===== src/rtl/fifo.sv =====
// Synchronous single-clock FIFO with registered read data, empty/full flags
// and an occupancy count. Pointers wrap naturally; memory is not reset.
module fifo #(
    parameter int DATA_WIDTH = 32,
    parameter int DEPTH      = 16
) (
    input  logic                       clk,
    input  logic                       rst,
    input  logic [DATA_WIDTH-1:0]      din,
    input  logic                       wr_en,
    input  logic                       rd_en,
    output logic [DATA_WIDTH-1:0]      dout,
    output logic                       empty,
    output logic                       full,
    output logic [$clog2(DEPTH):0]     count
);

    localparam int AW = $clog2(DEPTH);
    localparam int CW = AW + 1;

    logic [DATA_WIDTH-1:0] mem_q [DEPTH];
    logic [AW-1:0]         wp_q, wp_d;
    logic [AW-1:0]         rp_q, rp_d;
    logic [CW-1:0]         count_q, count_d;
    logic [DATA_WIDTH-1:0] dout_q, dout_d;
    logic                  wr_acc;
    logic                  rd_acc;

    // Flags come from the registered count so they move in lockstep with it.
    assign empty = (count_q == '0);
    assign full  = (count_q == CW'(DEPTH));
    assign count = count_q;
    assign dout  = dout_q;

    always_comb begin
        wr_acc  = wr_en && !full;
        rd_acc  = rd_en && !empty;
        wp_d    = wp_q;
        rp_d    = rp_q;
        count_d = count_q;
        dout_d  = dout_q;
        if (wr_acc) begin
            wp_d = wp_q + 1'b1;
        end
        if (rd_acc) begin
            rp_d   = rp_q + 1'b1;
            dout_d = mem_q[rp_q];
        end
        if (wr_acc && !rd_acc) begin
            count_d = count_q + 1'b1;
        end else if (rd_acc && !wr_acc) begin
            count_d = count_q - 1'b1;
        end
    end

    always_ff @(posedge clk) begin
        if (rst) begin
            wp_q    <= '0;
            rp_q    <= '0;
            count_q <= '0;
            dout_q  <= '0;
        end else begin
            wp_q    <= wp_d;
            rp_q    <= rp_d;
            count_q <= count_d;
            dout_q  <= dout_d;
        end
    end

    // Storage keeps its contents across reset; only the pointers are cleared.
    always_ff @(posedge clk) begin
        if (!rst && wr_acc) begin
            mem_q[wp_q] <= din;
        end
    end

endmodule


===== config.mk =====
export PLATFORM = sky130hd
export DESIGN_NAME = fifo
export DESIGN_NICKNAME = d
export VERILOG_FILES = /design/src/rtl/fifo.sv
export SDC_FILE = /design/constraint.sdc
export NUM_CORES = 1
export LEC_CHECK = 0
export CELL_PAD_IN_SITES_DETAIL_PLACEMENT = 0
export CELL_PAD_IN_SITES_GLOBAL_PLACEMENT = 1
export CORE_AREA = 2 2 209 211
export CTS_BUF_LIST = sky130_fd_sc_hd__clkbuf_8
export CTS_CLUSTER_SIZE = 12
export DETAILED_ROUTE_END_ITERATION = 10
export DIE_AREA = 0 0 211 213
export PLACE_DENSITY_LB_ADDON = 0.3
export SETUP_SLACK_MARGIN = 0.4
export SLEW_MARGIN = 20
export SYNTH_ARGS = -nofsm -noshare
export SYNTH_HDL_FRONTEND = slang
export SYNTH_SLANG_ARGS = --single-unit

===== constraint.sdc =====
create_clock -name clk -period 3.1 [get_ports clk]
set_clock_uncertainty 0.15 [all_clocks]
set_input_delay 0.62 -clock clk [delete_from_list [all_inputs] [get_ports clk]]
set_output_delay 0.62 -clock clk [all_outputs]
set_load 0.03 [all_outputs]

After elaboration in Yosys (flattened, before gate mapping). Memory sizes are Yosys's and may differ from the RTL's. A register that Yosys moved wholly into a read port is not among the register bits. Index checks and enable logic that the tools add are counted.

Add/sub/neg operators: 4. Equal/unequal tests: 1. Multiplexer cells: 4. Reductions and logical operators: 12.

Operator list (count): $mux 5 (2); $add 4x1->4 const B (2); $add 5x1->5 const B (1); $eq 5x5->1 const B (1); $logic_and 1x1->1 (5); $logic_not 1->1 (5); $logic_not 5->1 (1); $sub 5x1->5 const B (1); $mux 1 (2); $reduce_bool 2->1 (1).

Register bits: 13. Bits in writable memories: 512. Output and inout bits: 39. Memories kept: 1.

Memories: mem_q (words 16, width 32, rd ports 1, clocked after memory_dff 1, write ports 1, RTL line 21) `logic [DATA_WIDTH-1:0] mem_q [DEPTH];`.

Depth between registers and ports, before layout.
Depth after elaboration: 7. Mapped depth: 11. Mapped depth without buffers: 9.

Least setup slack after synthesis. Ideal clock, no wire load.

Path type: register to register. Start: register count_q[0], in the netlist count[0]. End: memory mem_q[12][0], enable pin. Arrival: 2.753 ns. Data required time: 2.529 ns. Setup slack: -0.225 ns. Stages on the path, launching flop included: 7. Path buffers: 2. Path through: dfxtp_1 or4_1 buf_4 o21a_1 clkbuf_1 nand2_1 nor2_1.

Longest elaborated chain between the ends: 6.

RTL lines: start: declaration (RTL line 24) `logic [CW-1:0] count_q, count_d;`; start signal: assignment (RTL line 65) `count_q <= count_d;`; $eq 5x5->1 (RTL line 31) `assign full = (count_q == CW'(DEPTH));`; $logic_not 1->1 (RTL line 36) `wr_acc = wr_en && !full;`; $logic_and 1x1->1 (RTL line 36); via wr_acc (RTL line 26) `logic wr_acc;`; $logic_and 1x1->1 (RTL line 72) `if (!rst && wr_acc) begin`; $mux 1 (RTL line 72); $mux 1 (not written as such) (RTL line 73) `mem_q[wp_q] <= din;`; end: declaration (RTL line 21).

The timed path passes the listed nets, and every way through them passes these cells.

Final worst setup path.
Start: register count_q[1], in the netlist count[1]. End: output empty.

Longest elaborated chain between the ends: 1.

RTL lines: $logic_not 5->1 (RTL line 30) `assign empty = (count_q == '0);`; end: declaration (RTL line 13) `output logic empty,`.

No other way between the ends.

==> metrics.csv <==
metric,value,unit
status,finished clean,
ys_seq_area_share,76.9,%
gp_congestion,0.726,
drv_cap,0,
cts-htree-levels,3,
required,2330,ps
avgViaCountPerCell,5.70,
drc,0,
syn_nets,1000,
dp_hpwl,23.6,mm
rsz0062_at_grt,true,
worst_slew_pin_slew,743,ps
wl,42.7,mm
hold_viol,0,
start_kind,flop,
power_frac_seq,46.0,%
crit_path_end_kind,primary output,
switching_share,26.6,%
switching_power,5.06,mW
clockRootBuffer,clkbuf_8,
grt_pass1_vias,10700,
start_util,49.6,%
clock_path_buffers,3,
die_h,213,µm
die-area,44900,µm²
final-seq-area,16300,µm²
numCtsBuffers,88,
final-setup-viol-count,0,
netlist_area,21200,µm²
fmax,354,MHz
fin_crit_sh,91.2,%
slew_viol_final,0,
clkTransAtPathRegs,60,ps
antenna_found_initial,2,
via_count,9984,
hold_class,flop to flop,
port_buffers,74,
area_growth,17.9,%
cts.sinks,557,
rows,76,
setup_tns,0,ps
arrival,2060,ps
nets,1177,
min_period,2830,ps
syn_area_per_cell,22.2,µm²
path_max_fanout,7,
layout-drive-gt1-share,31.2,%
core_area,42700,µm²
grt-ovfl-total,0,
synth_warnings,0,
relSlewSlack,50.2,%
fin_util,58.5,%
synthCells,954,
ir_worst_vdd,0.413,mV
drt.antenna.violating_nets,0,
grt_max_degree,83,
fill_cells,3102,
crit_type,flop to primary output,
die_x,211,µm
pin_count,75,
synth_cell_types,32,
multi_input_area,4780,µm²
dr.pass1.iters,5,
share_comb_of_total_power,22.5,%
power_frac_clock,31.4,%
clk_latency,640,ps
internal_power,14.0,mW
detail_route.iter0.violations,859,
power.density,762,nW/µm²
synth_seq_cells,557,
drt-wirelength-per-cell,24.3,µm
grt_pass1_wl,64.6,mm
power_leakage,7.96,nW
tritoncts,yes,
grt_usage,19.8,%
## what timing repair did
action                                  4_1_cts  5_1_grt
endpoints found under the setup margin       31       16
pin swaps                                     8        5
setup buffers                                 5        0
cloned                                        1        0
hold buffers                                  0        0
gates resized for setup                      15        5
## path summary, 6_finish.rpt
path / startpoint / endpoint / slack, ps / cells past startpoint
hold / removal: dout[9] / dout[9] / 330 / 1
hold reg to reg: dout[9] / dout[9] / 330 / 1
setup / recovery: count[1] / empty / 270 / 4
setup reg to reg: count[1] / count[4] / 280 / 9
## synth_stat cells
| cell type | instances | area, µm² |
|---|---|---|
| edfxtp_1 | 512 | 15400 |
| mux4_2 | 128 | 2880 |
| nor2_1 | 68 | 255 |
| dfxtp_1 | 45 | 901 |
| mux2i_1 | 36 | 360 |
| mux2_2 | 33 | 372 |
| a221o_1 | 32 | 320 |
| clkbuf_1 | 18 | 67.6 |
| buf_2 | 13 | 65.1 |
| buf_6 | 10 | 113 |
| ha_1 | 9 | 113 |
| buf_1 | 8 | 30.0 |
| xor2_1 | 7 | 61.3 |
| inv_1 | 4 | 15.0 |
| nand2_1 | 4 | 15.0 |
| o211ai_1 | 4 | 30.0 |
| a21oi_1 | 3 | 15.0 |
| a21o_1 | 2 | 15.0 |
| and3_1 | 2 | 12.5 |
| buf_4 | 2 | 15.0 |
| nand3b_1 | 2 | 15.0 |
| xnor2_1 | 2 | 17.5 |
| and2b_1 | 1 | 7.51 |
| fa_1 | 1 | 20.0 |
| nor3b_2 | 1 | 12.5 |
| o211ai_2 | 1 | 12.5 |
| o21a_1 | 1 | 7.51 |
| o21ai_4 | 1 | 16.3 |
| o31ai_1 | 1 | 7.51 |
| or3_1 | 1 | 6.26 |
| or3b_2 | 1 | 8.76 |
| or4_1 | 1 | 7.51 |
## routing by layer
layer  share of wire [%]  wire, µm  track usage, %
met1                  43     18200            26.6
met2                  50     21500            33.0
met4                 2.0       836            6.51
met5                   0         0               0
met3                 4.9      2100            3.56
## area by class of cell
cell class / count / share of cell area, %
Multi-Input combinational cell: 343 / 19.2
Antenna cell: 2 / 0.0200
Tap cell: 546 / 2.74
Sequential cell: 557 / 65.3
Clock buffer: 100 / 5.51
Inverter: 4 / 0.0802
Clock inverter: 64 / 1.43
Timing Repair Buffer: 137 / 5.80
## flip-flops by register name, indices dropped and copies added (netlist names)
name and count:
count 5, dout 32, mem_q 512, rp_q 4, wp_q 4
## per-stage QoR
stage                     hold slack (ps)  total power, mW  instances  area (µm²)  worst slack (ps)
final                                 335             19.0       1753       25000               272
after global routing                  351             19.9       1753       25000               187
after CTS                             339             19.3       1751       25000               233
after detailed placement              325             13.2       1581       23200              54.3
after global placement                317             13.2       1581       23200              84.3
after floorplan                       356             12.0        954       21300               114
## cells in the final DEF (no fill, tap or decap), types with 6 or more instances in the layout
cell type | synthesis | routed
mux2i_1 | 36 | 36
clkinv_1 | 0 | 14
a221o_1 | 32 | 32
mux2_2 | 33 | 33
nor2_1 | 68 | 52
dfxtp_4 | 0 | 6
dfxtp_1 | 45 | 39
clkbuf_8 | 0 | 100
clkinv_2 | 0 | 8
mux4_2 | 128 | 128
buf_12 | 0 | 19
clkdlybuf4s50_1 | 0 | 71
edfxtp_1 | 512 | 512
buf_4 | 2 | 45
xor2_1 | 7 | 7
inv_1 | 4 | 36
ha_1 | 9 | 7
nor2_4 | 0 | 16
## cells by family (layout without fill, tap and decap cells)
family / count (synthesis) / after routing / synth area share, %
muxes: 197 / 197 / 17.1
other: 0 / 2 / 0
adders and majority gates: 10 / 10 / 0.626
and+or+nand+nor: 81 / 81 / 1.61
buffers and inverters: 55 / 305 / 1.44
DFF: 557 / 557 / 76.9
AOI/OAI and AO/OA: 45 / 46 / 2.00
xor gates and xnor gates: 9 / 9 / 0.372
## power by group through the flow
stage | Clock (mW) | Sequential [mW] | Combinational, mW
final | 5.98 | 8.75 | 4.29
after global routing | 6.45 | 8.78 | 4.61
after CTS | 6.16 | 8.76 | 4.36
after detailed placement | 0 | 8.92 | 4.27
after global placement | 0 | 8.92 | 4.24
after floorplan | 0 | 9.12 | 2.85
## worst max-delay path, cell delays in order, from the launching register on
cell,delay (ps)
dfxtp_4,340
or4_4,570
buf_4,220
nor2_1,100
clkbuf_4,190
Power figures use the tool's default switching activity.
